===== config.mk =====
export PLATFORM = sky130hd
export DESIGN_NAME = ether_bus_rx
export DESIGN_NICKNAME = d
export VERILOG_FILES = /design/src/rtl/ether_pkg.sv /design/src/rtl/rmii_dibit_deser.sv /design/src/rtl/ether_bus_rx.sv
export SDC_FILE = /design/constraint.sdc
export NUM_CORES = 1
export LEC_CHECK = 0
export BUFFER_PORTS_ARGS = -buffer_cell sky130_fd_sc_hd__buf_4
export CORE_ASPECT_RATIO = 0.9
export CORE_MARGIN = 2
export CORE_UTILIZATION = 47
export DETAILED_ROUTE_END_ITERATION = 8
export GPL_TIMING_DRIVEN = 0
export PLACE_DENSITY_LB_ADDON = 0.25
export REMOVE_ABC_BUFFERS = 1
export SYNTH_ARGS = -nofsm -noshare
export SYNTH_HDL_FRONTEND = slang
export SYNTH_SLANG_ARGS = --single-unit
export TNS_END_PERCENT = 10

===== constraint.sdc =====
create_clock -name clk -period 3.2 [get_ports clk]
set_clock_uncertainty 0.15 [all_clocks]
set_input_delay 0.16 -clock clk [delete_from_list [all_inputs] [get_ports clk]]
set_output_delay 0.16 -clock clk [all_outputs]
set_load 0.05 [all_outputs]

===== src/rtl/ether_pkg.sv =====
// Shared types and constants for the RMII receive-to-bus bridge.
// Latency: n/a (package only).
// Backpressure: n/a.
//
// Contents: FSM state enum, RMII framing dibits, header size, broadcast MAC.
package ether_pkg;

   typedef enum logic [2:0] {
      IDLE,
      PREAMBLE,
      HEADER,
      COUNT,
      RECORD,
      DRAIN
   } state_t;

   // 0x55 preamble bytes arrive as a run of 01 dibits; the SFD (0xD5)
   // is told apart from them only by its final 11 dibit.
   localparam logic [1:0]  PREAMBLE_DIBIT = 2'b01;
   localparam logic [1:0]  SFD_DIBIT      = 2'b11;

   // dst MAC + src MAC + ethertype.
   localparam int          HEADER_BYTES   = 14;
   localparam int          DST_BYTES      = 6;

   localparam logic [47:0] BCAST_MAC      = 48'hFFFF_FFFF_FFFF;

endpackage


===== src/rtl/rmii_dibit_deser.sv =====
// Packs RMII dibits (LSB first) into bytes, flagging each completed byte.
// Latency: combinational; the byte is presented with its 4th dibit.
// Backpressure: none; i_en gates shifting, i_clr realigns on the SFD.
//
// Ports:
//   clk, rst        clock, synchronous active-high reset
//   i_en            shift in i_rxd this cycle
//   i_clr           restart byte alignment (SFD seen)
//   i_rxd           RMII receive dibit
//   o_byte_vld      one-cycle flag: o_byte_dat is a complete byte
//   o_byte_dat      assembled byte
module rmii_dibit_deser (
   input  logic       clk,
   input  logic       rst,
   input  logic       i_en,
   input  logic       i_clr,
   input  logic [1:0] i_rxd,
   output logic       o_byte_vld,
   output logic [7:0] o_byte_dat
);

   logic [1:0] r_cnt;
   // Holds the first three dibits of the current byte; the oldest dibit
   // sits in the low bits, so the fourth dibit completes the byte directly.
   logic [5:0] r_sh;

   always_ff @(posedge clk) begin
      if (rst || i_clr) begin
         r_cnt <= 2'd0;
         r_sh  <= 6'd0;
      end else if (i_en) begin
         r_cnt <= r_cnt + 2'd1;
         r_sh  <= {i_rxd, r_sh[5:2]};
      end
   end

   assign o_byte_vld = i_en && (r_cnt == 2'd3);
   assign o_byte_dat = {i_rxd, r_sh};

endmodule


===== src/rtl/ether_bus_rx.sv =====
// Decodes RMII frames (preamble/SFD, dst MAC, ethertype, count, records)
// into bus transactions. Latency: valid_o 1 cycle after the last dibit.
// Backpressure: none; the core bus always accepts.
//
// Ports:
//   clk, rst        50 MHz RMII clock, synchronous active-high reset
//   crsdv, rxd      RMII carrier-sense/data-valid and receive dibit
//   addr_o, data_o  transaction address / write data (held between strobes)
//   rw_o            1 = write, 0 = read
//   valid_o         one-cycle transaction strobe
//   drop_o          one-cycle strobe when a frame is discarded
module ether_bus_rx
   import ether_pkg::*;
#(
   parameter int          ADDR_WIDTH   = 16,
   parameter int          DATA_WIDTH   = 16,
   parameter int          MAX_OPS      = 8,
   parameter logic [47:0] FPGA_MAC     = 48'h69_69_5A_06_54_91,
   parameter bit          ACCEPT_BCAST = 1'b1,
   parameter logic [15:0] WRITE_ETYPE  = 16'h0004,
   parameter logic [15:0] READ_ETYPE   = 16'h0002
) (
   input  logic                  clk,
   input  logic                  rst,
   input  logic                  crsdv,
   input  logic [1:0]            rxd,
   output logic [ADDR_WIDTH-1:0] addr_o,
   output logic [DATA_WIDTH-1:0] data_o,
   output logic                  rw_o,
   output logic                  valid_o,
   output logic                  drop_o
);

   localparam int REC_W     = ADDR_WIDTH + DATA_WIDTH;
   localparam int REC_BYTES = REC_W / 8;
   // One counter serves both the header and the record byte positions.
   localparam int CNT_MAX   = (HEADER_BYTES > REC_BYTES) ? HEADER_BYTES : REC_BYTES;
   localparam int CNT_W     = $clog2(CNT_MAX);

   localparam logic [CNT_W-1:0] DST_LAST = CNT_W'(DST_BYTES - 1);
   localparam logic [CNT_W-1:0] HDR_LAST = CNT_W'(HEADER_BYTES - 1);
   localparam logic [CNT_W-1:0] REC_LAST = CNT_W'(REC_BYTES - 1);
   localparam logic [7:0]       MAX_N    = MAX_OPS[7:0];

   state_t r_state;
   state_t w_state_nxt;

   logic             r_quiet;   // set by reset: ignore carrier until it drops
   logic [CNT_W-1:0] r_bcnt;
   logic [39:0]      r_hdr;     // last five header bytes
   logic [REC_W-9:0] r_rec;     // record bytes received so far
   logic [7:0]       r_ops;
   logic             r_rw;

   logic             w_byte_en;
   logic             w_clr;
   logic             w_byte_vld;
   logic [7:0]       w_byte;
   logic [47:0]      w_dst;
   logic [15:0]      w_etype;
   logic [REC_W-1:0] w_rec_nxt;
   logic             w_dst_ok;
   logic             w_etype_ok;
   logic             w_n_ok;
   logic             w_dst_last;
   logic             w_hdr_last;
   logic             w_rec_last;
   logic             w_valid_nxt;
   logic             w_drop_nxt;

   rmii_dibit_deser u_deser (
      .clk        (clk),
      .rst        (rst),
      .i_en       (w_byte_en),
      .i_clr      (w_clr),
      .i_rxd      (rxd),
      .o_byte_vld (w_byte_vld),
      .o_byte_dat (w_byte)
   );

   // Field views that include the byte arriving this cycle.
   assign w_dst      = {r_hdr, w_byte};
   assign w_etype    = {r_hdr[7:0], w_byte};
   assign w_rec_nxt  = {r_rec, w_byte};
   assign w_dst_ok   = (w_dst == FPGA_MAC) || (ACCEPT_BCAST && (w_dst == BCAST_MAC));
   assign w_etype_ok = (w_etype == WRITE_ETYPE) || (w_etype == READ_ETYPE);
   assign w_n_ok     = (w_byte != 8'd0) && (w_byte <= MAX_N);
   assign w_dst_last = (r_bcnt == DST_LAST);
   assign w_hdr_last = (r_bcnt == HDR_LAST);
   assign w_rec_last = (r_bcnt == REC_LAST);

   // State register
   always_ff @(posedge clk) begin
      if (rst) begin
         r_state <= IDLE;
      end else begin
         r_state <= w_state_nxt;
      end
   end

   // Next-state logic
   always_comb begin
      w_state_nxt = r_state;
      unique case (r_state)
         IDLE: begin
            if (crsdv && !r_quiet && (rxd == PREAMBLE_DIBIT)) w_state_nxt = PREAMBLE;
         end
         PREAMBLE: begin
            if (!crsdv)                     w_state_nxt = IDLE;
            else if (rxd == SFD_DIBIT)      w_state_nxt = HEADER;
            else if (rxd != PREAMBLE_DIBIT) w_state_nxt = DRAIN;
         end
         HEADER: begin
            if (!crsdv) begin
               w_state_nxt = IDLE;
            end else if (w_byte_vld) begin
               if (w_dst_last && !w_dst_ok) w_state_nxt = DRAIN;
               else if (w_hdr_last)         w_state_nxt = w_etype_ok ? COUNT : DRAIN;
            end
         end
         COUNT: begin
            if (!crsdv)          w_state_nxt = IDLE;
            else if (w_byte_vld) w_state_nxt = w_n_ok ? RECORD : DRAIN;
         end
         RECORD: begin
            if (!crsdv) w_state_nxt = IDLE;
            else if (w_byte_vld && w_rec_last && (r_ops == 8'd1)) w_state_nxt = DRAIN;
         end
         DRAIN: begin
            if (!crsdv) w_state_nxt = IDLE;
         end
         default: w_state_nxt = IDLE;
      endcase
   end

   // Output logic: deserializer control and next-cycle strobes
   always_comb begin
      w_byte_en   = 1'b0;
      w_clr       = 1'b0;
      w_valid_nxt = 1'b0;
      w_drop_nxt  = 1'b0;
      unique case (r_state)
         PREAMBLE: begin
            w_clr      = crsdv && (rxd == SFD_DIBIT);
            w_drop_nxt = crsdv && (rxd != SFD_DIBIT) && (rxd != PREAMBLE_DIBIT);
         end
         HEADER: begin
            w_byte_en  = crsdv;
            w_drop_nxt = !crsdv ||
                         (w_byte_vld && ((w_dst_last && !w_dst_ok) ||
                                         (w_hdr_last && !w_etype_ok)));
         end
         COUNT: begin
            w_byte_en  = crsdv;
            w_drop_nxt = !crsdv || (w_byte_vld && !w_n_ok);
         end
         RECORD: begin
            w_byte_en   = crsdv;
            w_drop_nxt  = !crsdv;
            w_valid_nxt = w_byte_vld && w_rec_last;
         end
         default: ;
      endcase
   end

   // Datapath and registered outputs
   always_ff @(posedge clk) begin
      if (rst) begin
         r_quiet <= 1'b1;
         r_bcnt  <= '0;
         r_hdr   <= '0;
         r_rec   <= '0;
         r_ops   <= 8'd0;
         r_rw    <= 1'b0;
         addr_o  <= '0;
         data_o  <= '0;
         rw_o    <= 1'b0;
         valid_o <= 1'b0;
         drop_o  <= 1'b0;
      end else begin
         valid_o <= w_valid_nxt;
         drop_o  <= w_drop_nxt;
         if (!crsdv) r_quiet <= 1'b0;

         unique case (r_state)
            PREAMBLE: r_bcnt <= '0;
            HEADER: begin
               if (w_byte_vld) begin
                  r_hdr  <= {r_hdr[31:0], w_byte};
                  r_bcnt <= w_hdr_last ? '0 : r_bcnt + CNT_W'(1);
                  if (w_hdr_last) r_rw <= (w_etype == WRITE_ETYPE);
               end
            end
            COUNT: begin
               if (w_byte_vld) begin
                  r_ops  <= w_byte;
                  r_bcnt <= '0;
               end
            end
            RECORD: begin
               if (w_byte_vld) begin
                  r_rec <= w_rec_nxt[REC_W-9:0];
                  if (w_rec_last) begin
                     r_bcnt <= '0;
                     r_ops  <= r_ops - 8'd1;
                     addr_o <= w_rec_nxt[REC_W-1 -: ADDR_WIDTH];
                     data_o <= w_rec_nxt[DATA_WIDTH-1:0];
                     rw_o   <= r_rw;
                  end else begin
                     r_bcnt <= r_bcnt + CNT_W'(1);
                  end
               end
            end
            default: ;
         endcase
      end
   end

endmodule


==> impl_metrics.env <==
export IMPL_outcome="completed"
export IMPL_die_h_um=103
export IMPL_p_sw_w=0.000783
export IMPL_fin_nets=682
export IMPL_yosysTopAreaCell="dfxtp_1"
export IMPL_antenna_cells=0
export IMPL_swShare=0.216
export IMPL_clk_pin_slew_ns=0.06
export IMPL_rows=36
export IMPL_synth_edf_count=0
export IMPL_grtUsageMet1=0.263
export IMPL_gp_congestion=0.883
export IMPL_seqPwrFrac=0.434
export IMPL_r2r_start="r_state[0]"
export IMPL_hpwl_um=7270
export IMPL_ant_nets=0
export IMPL_die_area_um2=11700
export IMPL_hp_start="rst"
export IMPL_antenna_found_initial=0
export IMPL_period_share=0.857
export IMPL_io_pins=40
export IMPL_yosysWarnings=0
export IMPL_synth_seq_area_share=0.487
export IMPL_routed_via_density=5.54
export IMPL_synth_distinct_cells=54
export IMPL_grt_pass1_wl_um=19200
export IMPL_initialDrtViolationCount=299
export IMPL_grt_use_total=0.206
export IMPL_cp_cell_sequence="nor3b_4 > a32oi_1 > nor2_2 > nand2_4 > mux2_2 > a21oi_1"
export IMPL_rsz0062_at_grt="false"
export IMPL_fill_cells=951
export IMPL_worst_setup_path_end_kind="flop"
export IMPL_wl_um=11700
export IMPL_p_leak_nw=2.12
export IMPL_clock_root_buffer="clkbuf_16"
export IMPL_cp_top_family="simple AND/OR/NAND/NOR gates"
export IMPL_busiest_layer="met2"
export IMPL_drive_above_1_share=0.136
export IMPL_cp_slowest_stage_delay_ns=0.56
export IMPL_hold_viol=0
export IMPL_relSlewSlack=0.224
export IMPL_grt_use_met3=0.0547
export IMPL_hp_class="in -> reg"
export IMPL_cp_startpoint="r_state[0]"
export IMPL_path_class="reg -> reg"
export IMPL_clk_latency_ns=0.41
export IMPL_cp_arrival_ns=2.92
export IMPL_cts_sinks=124
export IMPL_synth_cells=654
export IMPL_die_x_um=114
export IMPL_cp_start_kind="flop"
export IMPL_fmax_mhz=364
export IMPL_drc=0
export IMPL_ys_seq_elements=124
export IMPL_cpMaxStageDelayCell="nor2_2"
export IMPL_fin_setup_tns_ns=0
export IMPL_synth_area_top_cells="dfxtp_1, nand2_1, a21oi_1"
export IMPL_core_area_um2=10700
export IMPL_max_cap_violations=0
export IMPL_synth_area_um2=5090
export IMPL_powerDensity_nw_per_um2=592
export IMPL_cts_tree="yes"
export IMPL_synthFlopType="dfxtp_1"
export IMPL_multiInputGateArea_um2=2430
export IMPL_postLayoutCellArea_um2=6110
export IMPL_vias=4535
export IMPL_start_util=0.477
export IMPL_seq_area_um2=2480
export IMPL_synthArstFlopShare=0
export IMPL_clkPwrFrac=0.536
export IMPL_cp_max_fo=35
export IMPL_port_buffer_count=39
export IMPL_netlist_area_leader_share=0.487
export IMPL_numCtsBuffers=17
export IMPL_min_period_ns=2.74
export IMPL_maxSlewViolCount=0
export IMPL_cts_buffer_depth=2
export IMPL_avgRoutedWirePerCell_um=14.2
export IMPL_power_w=0.00362
export IMPL_grt_pass1_vias=4096
export IMPL_overflow=0
export IMPL_finalHoldWorstSlack_ns=0.292
export IMPL_grtUsageMet2=0.342
export IMPL_area_growth_pct=20.1
export IMPL_grt_max_degree=118
export IMPL_firstDrtPassIters=5
export IMPL_h_tree_depth=4
export IMPL_avgSynthCellArea_um2=7.79
export IMPL_required_ns=3.37
export IMPL_irDropWorstVdd_mv=0.400
export IMPL_worst_path_buf_inv=0
export IMPL_p_int_w=0.00284
export IMPL_postPlaceCellArea_um2=5410
export IMPL_setup_viol=0
export IMPL_p_comb_frac=0.030
export IMPL_tightest_slew_ns=1.16
[Yosys cell counts (all sizes together), types with 2 or more instances]
| cell type | instances |
|---|---|
| a211oi | 5 |
| a21o | 3 |
| a21oi | 108 |
| a22oi | 3 |
| a311oi | 2 |
| a31o | 2 |
| buf | 8 |
| clkbuf | 41 |
| dfxtp | 124 |
| ha | 5 |
| inv | 5 |
| mux2i | 7 |
| nand2 | 213 |
| nand2b | 4 |
| nand3 | 6 |
| nand3b | 4 |
| nand4 | 15 |
| nor2 | 29 |
| nor2b | 2 |
| nor3 | 11 |
| nor3b | 2 |
| nor4 | 11 |
| o21ai | 10 |
| o22ai | 2 |
| o32ai | 3 |
| or4 | 3 |
| xnor2 | 3 |
| xor2 | 3 |
[layer usage]
metal,vias up,part of all wire
met5,-,0
met2,94,0.49
met4,0,0.015
met3,18,0.040
li1,2267,-
met1,2156,0.46
[power groups by stage]
| stage | clock network (W) | registers [W] | logic, W |
|---|---|---|---|
| 3_3_place_gp | 0 | 0.00160 | 0.0000998 |
| 6_report | 0.00194 | 0.00157 | 0.000107 |
| 5_1_grt | 0.00205 | 0.00157 | 0.000118 |
| 3_5_place_dp | 0 | 0.00160 | 0.000103 |
| 4_1_cts | 0.00197 | 0.00157 | 0.000107 |
| 2_1_floorplan | 0 | 0.00160 | 0.0000571 |
[placed cells by master, fill, tap and decap left out, types with 8 or more instances in the layout]
cell,count
nand2_1,212
dfxtp_1,124
a21oi_1,106
buf_4,40
nor2_1,26
clkbuf_16,17
nand4_1,15
nor4_1,11
nor3_1,10
o21ai_0,8
[through the flow]
step,cells,util,worst slack [ns]
after floorplan,605,-,-0.139
after global placement,777,0.501,-1.53
after detailed placement,781,0.507,-1.07
after CTS,816,0.570,0.0561
after global routing,818,0.573,0.204
final,818,0.573,0.456
[path summary, 6_finish.rpt]
kind,endpoint,slack [ns],cells past startpoint
worst max-delay path,r_ops[0],0.46,6
worst min register to register,addr_o[14],0.30,2
worst max register to register,r_ops[0],0.46,6
worst min-delay path,addr_o[15],0.29,2
[flip-flops by register name (all words and copies together) (netlist names)]
| name | count |
|---|---|
| addr_o | 16 |
| data_o | 16 |
| drop_o | 1 |
| r_bcnt | 4 |
| r_hdr | 40 |
| r_ops | 8 |
| r_quiet | 1 |
| r_rec | 24 |
| r_rw | 1 |
| r_state | 3 |
| rw_o | 1 |
| u_deser.r_cnt | 2 |
| u_deser.r_sh | 6 |
| valid_o | 1 |
[cells by family (layout without fill, tap and decap cells)]
group / Yosys count / count (layout) / share of synthesized area
AND/OR/NAND/NOR: 305 / 305 / 0.258
AO/OA/AOI/OAI: 152 / 152 / 0.173
flip-flops: 124 / 124 / 0.487
buffers and inverters: 54 / 85 / 0.0430
multiplexers: 8 / 8 / 0.0160
XOR/XNOR: 6 / 6 / 0.0103
adder cells (fa/ha/maj): 5 / 5 / 0.0123
[area by class of cell]
| class | count | share of cell area |
|---|---|---|
| Tap cell | 133 | 0.0272 |
| Sequential cell | 124 | 0.406 |
| Timing Repair Buffer | 48 | 0.0671 |
| Inverter | 5 | 0.00307 |
| Multi-Input combinational cell | 476 | 0.397 |
| Clock inverter | 14 | 0.0278 |
| Clock buffer | 18 | 0.0718 |
[repair_timing]
item / CTS / global route
hold buffers: 3 / 0
hold endpoints to repair: 10 / 0
pin swaps: 0 / 1
setup buffers: 0 / 1
endpoints found under the setup margin: 35 / 34
gates resized for setup: 6 / 0
Power figures use the tool's default switching activity.
